`config.mk`:
```
export PLATFORM = sky130hd
export DESIGN_NAME = up_ctrl_fsm
export DESIGN_NICKNAME = d
export VERILOG_FILES = /design/src/rtl/up_pkg.sv /design/src/rtl/up_key_edge.sv /design/src/rtl/up_ctrl_fsm.sv
export SDC_FILE = /design/constraint.sdc
export NUM_CORES = 1
export LEC_CHECK = 0
export CAP_MARGIN = 20
export CORE_MARGIN = 2
export CORE_UTILIZATION = 34
export CTS_CLUSTER_DIAMETER = 60
export DETAILED_ROUTE_END_ITERATION = 7
export PLACE_DENSITY = 0.71
export SYNTH_ARGS = -nofsm -noshare
export SYNTH_HDL_FRONTEND = slang
export SYNTH_SLANG_ARGS = --single-unit
```
`constraint.sdc`:
```
create_clock -name CLOCK -period 1.4 [get_ports CLOCK]
set_input_delay 0.42 -clock CLOCK [delete_from_list [all_inputs] [get_ports CLOCK]]
set_output_delay 0.42 -clock CLOCK [all_outputs]
set_load 0.005 [all_outputs]
```
`src/rtl/up_pkg.sv`:
```
// up_pkg: shared definitions for the accumulator microprocessor control unit.
//   - Opcode values found in IR[7:5]
//   - FSM state encoding, which is also the value on the State debug port
//   - Encodings of the datapath A-source select (Asel)
//   - op_to_state(): maps a decoded opcode to its execute state
package up_pkg;

    localparam logic [2:0] OP_LOAD  = 3'b000;
    localparam logic [2:0] OP_STORE = 3'b001;
    localparam logic [2:0] OP_ADD   = 3'b010;
    localparam logic [2:0] OP_SUB   = 3'b011;
    localparam logic [2:0] OP_IN    = 3'b100;
    localparam logic [2:0] OP_JZ    = 3'b101;
    localparam logic [2:0] OP_JPOS  = 3'b110;
    localparam logic [2:0] OP_HALT  = 3'b111;

    typedef enum logic [3:0] {
        S_FETCH  = 4'd0,
        S_DECODE = 4'd1,
        S_LOAD   = 4'd2,
        S_STORE  = 4'd3,
        S_ADD    = 4'd4,
        S_SUB    = 4'd5,
        S_INPUT  = 4'd6,
        S_JZ     = 4'd7,
        S_JPOS   = 4'd8,
        S_HALT   = 4'd9
    } state_e;

    localparam logic [1:0] ASEL_RES = 2'b00;  // adder/subtractor result
    localparam logic [1:0] ASEL_IN  = 2'b01;  // external Input bus
    localparam logic [1:0] ASEL_MEM = 2'b10;  // RAM data

    // Execute state reached from DECODE for a given opcode.
    function automatic state_e op_to_state(input logic [2:0] op);
        state_e st;
        case (op)
            OP_LOAD:  st = S_LOAD;
            OP_STORE: st = S_STORE;
            OP_ADD:   st = S_ADD;
            OP_SUB:   st = S_SUB;
            OP_IN:    st = S_INPUT;
            OP_JZ:    st = S_JZ;
            OP_JPOS:  st = S_JPOS;
            OP_HALT:  st = S_HALT;
            default:  st = S_FETCH;
        endcase
        return st;
    endfunction

endpackage

```
`src/rtl/up_key_edge.sv`:
```
// up_key_edge: synchronises an asynchronous key and produces a one-cycle
// registered pulse for every rising edge seen after synchronisation.
//   clk_i   : system clock
//   rst_ni  : asynchronous active-low reset, clears all flops to 0
//   key_i   : raw asynchronous key level
//   pulse_o : one-cycle pulse per synchronised rising edge
// The pulse is registered so that consumers see a clean flop output.
module up_key_edge #(
    parameter int SYNC_STAGES = 2
) (
    input  logic clk_i,
    input  logic rst_ni,
    input  logic key_i,
    output logic pulse_o
);

    logic [SYNC_STAGES-1:0] sync_q;
    logic                   hist_q;
    logic                   pulse_q;
    logic                   pulse_d;

    // Rising edge: synchronised level high while the history flop is still low.
    assign pulse_d = sync_q[SYNC_STAGES-1] & ~hist_q;

    // Synchroniser chain, history flop and registered edge pulse.
    always_ff @(posedge clk_i or negedge rst_ni) begin
        if (!rst_ni) begin
            sync_q  <= {SYNC_STAGES{1'b0}};
            hist_q  <= 1'b0;
            pulse_q <= 1'b0;
        end else begin
            sync_q  <= {sync_q[SYNC_STAGES-2:0], key_i};
            hist_q  <= sync_q[SYNC_STAGES-1];
            pulse_q <= pulse_d;
        end
    end

    assign pulse_o = pulse_q;

endmodule

```
`src/rtl/up_ctrl_fsm.sv`:
```
// up_ctrl_fsm: control unit of the 8-bit accumulator microprocessor.
// Sequences FETCH -> DECODE -> execute and drives every uP_DP control.
//   CLOCK  : system clock shared with the datapath
//   RESET  : asynchronous active-low reset
//   Enter  : raw user key, completes an IN instruction on its rising edge
//   IR     : opcode IR[7:5] from the datapath
//   Aeq0   : accumulator is zero        Apos : accumulator MSB is 0
//   IRload, JMPmux, PCload, Meminst, MemWr, Aload, Sub : datapath controls
//   Asel   : A source (00 result, 01 Input, 1x RAM)
//   Halt   : high in HALT               State : current state code
// Outputs are a decode of the state register. The only Mealy terms are in
// INPUT (registered edge pulse) and JZ/JPOS (Aeq0/Apos from the A register).
// All controls are additionally gated by RESET so they fall asynchronously
// and stay low while reset is held, even though the reset state is FETCH.
module up_ctrl_fsm
    import up_pkg::*;
#(
    parameter int SYNC_STAGES = 2
) (
    input  logic       CLOCK,
    input  logic       RESET,
    input  logic       Enter,
    input  logic [7:5] IR,
    input  logic       Aeq0,
    input  logic       Apos,
    output logic       IRload,
    output logic       JMPmux,
    output logic       PCload,
    output logic       Meminst,
    output logic       MemWr,
    output logic       Aload,
    output logic       Sub,
    output logic [1:0] Asel,
    output logic       Halt,
    output logic [3:0] State
);

    state_e     state_q;
    state_e     state_d;
    logic       enter_p;

    logic       irload_s;
    logic       jmpmux_s;
    logic       pcload_s;
    logic       meminst_s;
    logic       memwr_s;
    logic       aload_s;
    logic       sub_s;
    logic [1:0] asel_s;
    logic       halt_s;

    up_key_edge #(
        .SYNC_STAGES (SYNC_STAGES)
    ) u_key_edge (
        .clk_i   (CLOCK),
        .rst_ni  (RESET),
        .key_i   (Enter),
        .pulse_o (enter_p)
    );

    // Next-state selection.
    always_comb begin
        state_d = S_FETCH;
        case (state_q)
            S_FETCH:  state_d = S_DECODE;
            S_DECODE: state_d = op_to_state(IR);
            S_LOAD,
            S_STORE,
            S_ADD,
            S_SUB,
            S_JZ,
            S_JPOS:   state_d = S_FETCH;
            S_INPUT: begin
                // Pulses that fired outside INPUT are gone; only a fresh edge completes.
                if (enter_p) begin
                    state_d = S_FETCH;
                end else begin
                    state_d = S_INPUT;
                end
            end
            S_HALT:   state_d = S_HALT;
            default:  state_d = S_FETCH;  // codes 10-15 recover to FETCH
        endcase
    end

    // State register.
    always_ff @(posedge CLOCK or negedge RESET) begin
        if (!RESET) begin
            state_q <= S_FETCH;
        end else begin
            state_q <= state_d;
        end
    end

    // Control decode; anything not set for a state stays 0.
    always_comb begin
        irload_s  = 1'b0;
        jmpmux_s  = 1'b0;
        pcload_s  = 1'b0;
        meminst_s = 1'b0;
        memwr_s   = 1'b0;
        aload_s   = 1'b0;
        sub_s     = 1'b0;
        asel_s    = ASEL_RES;
        halt_s    = 1'b0;
        case (state_q)
            S_FETCH: begin
                irload_s = 1'b1;
                pcload_s = 1'b1;
            end
            S_DECODE: meminst_s = 1'b1;
            S_LOAD: begin
                meminst_s = 1'b1;
                aload_s   = 1'b1;
                asel_s    = ASEL_MEM;
            end
            S_STORE: begin
                meminst_s = 1'b1;
                memwr_s   = 1'b1;
            end
            S_ADD: begin
                meminst_s = 1'b1;
                aload_s   = 1'b1;
            end
            S_SUB: begin
                meminst_s = 1'b1;
                aload_s   = 1'b1;
                sub_s     = 1'b1;
            end
            S_INPUT: begin
                asel_s  = ASEL_IN;
                aload_s = enter_p;
            end
            S_JZ: begin
                if (Aeq0) begin
                    pcload_s = 1'b1;
                    jmpmux_s = 1'b1;
                end else begin
                    pcload_s = 1'b0;
                    jmpmux_s = 1'b0;
                end
            end
            S_JPOS: begin
                if (Apos) begin
                    pcload_s = 1'b1;
                    jmpmux_s = 1'b1;
                end else begin
                    pcload_s = 1'b0;
                    jmpmux_s = 1'b0;
                end
            end
            S_HALT:  halt_s = 1'b1;
            default: halt_s = 1'b0;  // illegal codes: everything 0
        endcase
    end

    assign IRload  = irload_s  & RESET;
    assign JMPmux  = jmpmux_s  & RESET;
    assign PCload  = pcload_s  & RESET;
    assign Meminst = meminst_s & RESET;
    assign MemWr   = memwr_s   & RESET;
    assign Aload   = aload_s   & RESET;
    assign Sub     = sub_s     & RESET;
    assign Asel    = asel_s    & {2{RESET}};
    assign Halt    = halt_s    & RESET;
    assign State   = state_q;

endmodule

```
After elaboration in Yosys (flattened, before gate mapping)
Memory sizes are Yosys's and may differ from the RTL's. Index checks and enable logic that the tools add are counted.

Flip-flop bits (word level): 8. Bits in read-only memories: 32. Input bits: 8. Output and inout bits: 14. Logic and storage cells: 41. Memories kept: 1.

Memories: (no name shown) (depth 8, bits a word 4, read ports 1, clocked after memory_dff 0, write ports 0, line up_pkg.sv:37) `case (op)`.

Equal/unequal tests: 9. Mux-type cells: 13. Bitwise logic cells: 11. Reduce and logical (&&, ||, !) cells: 3.

Operators by type and width (count): equality test 4 x 3 -> 1 bit, second input constant (4); case mux 4 bit (4 select lines) (1); AND 1 bit (9); equality test 4 x 2 -> 1 bit, second input constant (2); equality test 4 bit, second input constant (2); two-way mux 1 bit (7); OR reduction 5 bit (1); equality test 4 x 1 -> 1 bit, second input constant (1); logical NOT 4 bit (1); case mux 1 bit (2 select lines) (2); case mux 2 bit (2 select lines) (1); two-way mux 3 bit (1); case mux 1 bit (3 select lines) (1); OR reduction 3 bit (1); AND 2 bit (1); inverter 1 bit (1).

Depth between registers and ports, before layout
Word-level depth: 4. Gate-level depth with buffers: 4. Gate-level depth less buffers: 3.

Cells and area by module
A second synthesis with hierarchy kept.

Cells, all modules: 46. Area, all modules: 445.4 µm².

By module, submodules not included: up_ctrl_fsm (times used 1, cells an instance 41, area an instance 331.6 µm², sequential area each 100.1 µm²); up_key_edge (times used 1, cells an instance 5, area an instance 113.9 µm², sequential area each 100.1 µm²).

Worst setup path before layout
Ideal clock, no wire load.

Path type: reg2out. Start: register state_q[3], in the netlist State[3]. End: output port JMPmux. Data arrival time: 1089 ps. Required time: 980 ps. Path slack: -109 ps. Stages on the path, launching flop included: 5. Cell sequence: dfrtp_1 buf_6 nand2b_4 or3_1 o21ai_0.

Cells in the longest elaborated chain, start to end: 3.

RTL lines: start, declared (line up_ctrl_fsm.sv:38) `state_e state_q;`; start signal, assigned (line up_ctrl_fsm.sv:91) `state_q <= state_d;`; equality test 4 bit or equality test 4 x 3 -> 1 bit (tied branches) (line up_ctrl_fsm.sv:106) `case (state_q)`; case mux 1 bit (2 select lines) * (line up_ctrl_fsm.sv:106); AND 1 bit * (line up_ctrl_fsm.sv:158) `assign JMPmux = jmpmux_s & RESET;`; end, declared (line up_ctrl_fsm.sv:27) `output logic JMPmux,`.

Mark *: on every way between the ends. The rest lies on a longest branch, timed or not.

Final worst setup path
Ends and elaborated chain as after synthesis.

==> impl_metrics.yaml <==
grt:
  grt_pass1_wl_mm: 2.44
  overflow: 0
  grt_max_degree: 10
  grt_antenna_before_repair: 0
  grt_pass1_vias: 558
  grt_usage: 0.228
timing:
  fin_setup_tns_ns: -4.78
  min_period_ns: 1.90
  period_share: 1.35
  slew_headroom: 0.841
  slew_violations: 0
  hold_viol: 0
  fmax_mhz: 527
  finalSetupViolCount: 17
  worst_slew_pin_slew_ns: 0.237
  fin_ws_ns: -0.496
  rsz0062_at_grt: "true"
  fin_worst_skew_ns: 0.000717
placed_design:
  dp.final_hpwl_um: 877
  gp_congestion: 0.690
  portBuffers: 21
  pre_cts_slack_ns: -1.02
  placed_cells: 95
  place_area_sq_um: 776
logic_synthesis:
  synthCells: 47
  synthArstFlopShare: 1.00
  netlist_top_cells_count: "dfrtp_1, nor2_1, o21ai_0"
  synthDistinctLibCells: 24
  synth_top_area_cell: "dfrtp_1"
  synth_warnings: 0
  syn_nets: 56
  yosysSeqAreaShare: 0.435
  synth-seq-cells: 8
  synth-main-ff-cell: "dfrtp_1"
  yosysMostFrequentCell: "dfrtp_1"
  netlist_area_sq_um: 460
  syn_area_per_cell_sq_um: 9.80
  synth_edf_count: 0
  synth.top_cells.by_area: "dfrtp_1, buf_4, nor2_1, and4b_1, o21ai_0"
  synth_top_area_frac: 0.435
worst_setup_path:
  crit_path_cell_trace: "buf_6 -> nand2b_4 -> or3_1 -> o21ai_1 -> buf_2"
  cp_slowest_stage_delay_ns: 0.39
  start_kind: "register"
  critPathKind: "reg2out"
  crit_fanout: 3
  path_buf_inv: 2
  path_delay_family: "simple AND/OR/NAND/NOR gates"
  critPathCaptureType: "output port"
  arrival_ns: 1.48
  cp_slowest_cell: "dfrtp_1"
  crit_required_ns: 0.98
route:
  finalWirelength_mm: 1.58
  wl_per_cell_um: 13.7
  vias: 558
  drt_first_pass_iters: 4
  postRouteAntennaNets: 0
  drt_iter0_drc: 6
  viasPerCell: 4.85
  drcViolationCount: 0
run_status:
  violations: "negative setup slack"
  outcome: "finished with violations"
clock_network:
  htreeDepth: 1
  tritoncts: "done"
  cts_buffers: 3
  ctsRootBufferMaster: "clkbuf_4"
  postCtsHoldBufs: 0
  clk_latency_ns: 0.25
  max-clock-path-buffers: 2
  cts.sinks: 8
  clkTransAtPathRegs_ns: 0.05
final_layout:
  multi_input_area_sq_um: 277
  fillers: 87
  diodes: 0
  area_delta_synth_final_pct: 117
  design_area_sq_mm: 0.00100
  ff_latch_area_sq_um: 201
  drive_gt1_frac: 0.630
  final_cell_count_no_fill: 115
  fin_nets: 111
die:
  rows: 13
  die_x_um: 40.8
  io_pins: 22
  core_area_sq_mm: 0.00128
  start_util: 0.358
  fp.dieH_um: 40.8
  die_area_sq_mm: 0.00166
hold_path:
  hold_path_class: "in2async"
job:
  cap_violations: 0
power_and_ir_drop:
  leakage_nw: 0.510
  powerDensity_mw_per_mm2: 2110
  vdd_drop_max_v: 0.00141
==> flip-flops by register name, summed over array words and instances (netlist names) <==
name / cells
u_key_edge.hist_q: 1
State: 4
u_key_edge.pulse_o: 1
u_key_edge.sync_q: 2
==> cell families (layout without fill, tap and decap cells) <==
family / after synthesis / after routing / synth area share
AOI/OAI and AO/OA: 10 / 10 / 0.144
adders and majority gates: 1 / 1 / 0.0272
buffers and inverters: 7 / 60 / 0.0978
DFF: 8 / 8 / 0.435
and+or+nand+nor: 21 / 21 / 0.296
==> cell usage in the layout, fill, tap and decap left out, drive strengths merged <==
cell type	count
a21oi	1
inv	3
dlymetal6s2s	1
ha	1
nor3b	1
nand2	2
nand2b	1
nor4b	1
and4b	2
o21ai	4
nor2b	1
clkbuf	3
a21o	1
dfrtp	8
nor2	6
clkdlybuf4s50	5
and2b	1
and3	2
nand3	1
a2111oi	1
clkdlybuf4s15	1
nor3	1
buf	47
o21a	1
or3	2
a32oi	2
==> timing repair <==
item                                    in CTS  in global routing
endpoints found under the setup margin      14                 17
setup buffers                               15                  5
pin swaps                                   12                  5
gates resized for setup                     79                 11
==> worst paths after layout <==
kind,startpoint,to,slack (ns),depth (start not counted)
worst min-delay path,RESET,State[0],0.23,2
worst min register to register,u_key_edge.sync_q[0],u_key_edge.sync_q[1],0.35,0
min in group CLOCK,u_key_edge.sync_q[0],u_key_edge.sync_q[1],0.35,0
max in group asynchronous,RESET,u_key_edge.sync_q[1],1.01,2
worst max-delay path,State[3],JMPmux,-0.50,5
worst max register to register,State[0],State[1],-0.13,8
==> layer usage <==
metal	global-route usage	share of wire	up-vias
met4	0.133	0.026	0
met5	0	0	-
li1	-	-	276
met2	0.418	0.54	21
met1	0.239	0.38	253
met3	0.0380	0.051	8
==> area by class of cell <==
cell class                      instances  share of cell area
Timing Repair Buffer                   54               0.470
Clock buffer                            3              0.0225
Sequential cell                         8               0.201
Inverter                                3              0.0113
Multi-Input combinational cell         32               0.276
Tap cell                               15              0.0188
==> power by group <==
part | switching [mW] | internal, mW
sequential | 0.0620 | 0.295
combinational | 0.578 | 1.00
clock | 0.0763 | 0.0979
==> through the flow <==
step / hold slack, ns / power (mW) / utilization
6_report: 0.234 / 2.11 / 0.779
5_1_grt: 0.241 / 2.23 / 0.779
4_1_cts: 0.223 / 1.87 / 0.730
3_5_place_dp: 0.339 / 1.25 / 0.604
3_3_place_gp: 0.334 / 1.23 / 0.604
2_1_floorplan: 0.124 / 0.742 / -
No activity file was read; power rests on OpenSTA's default activity.
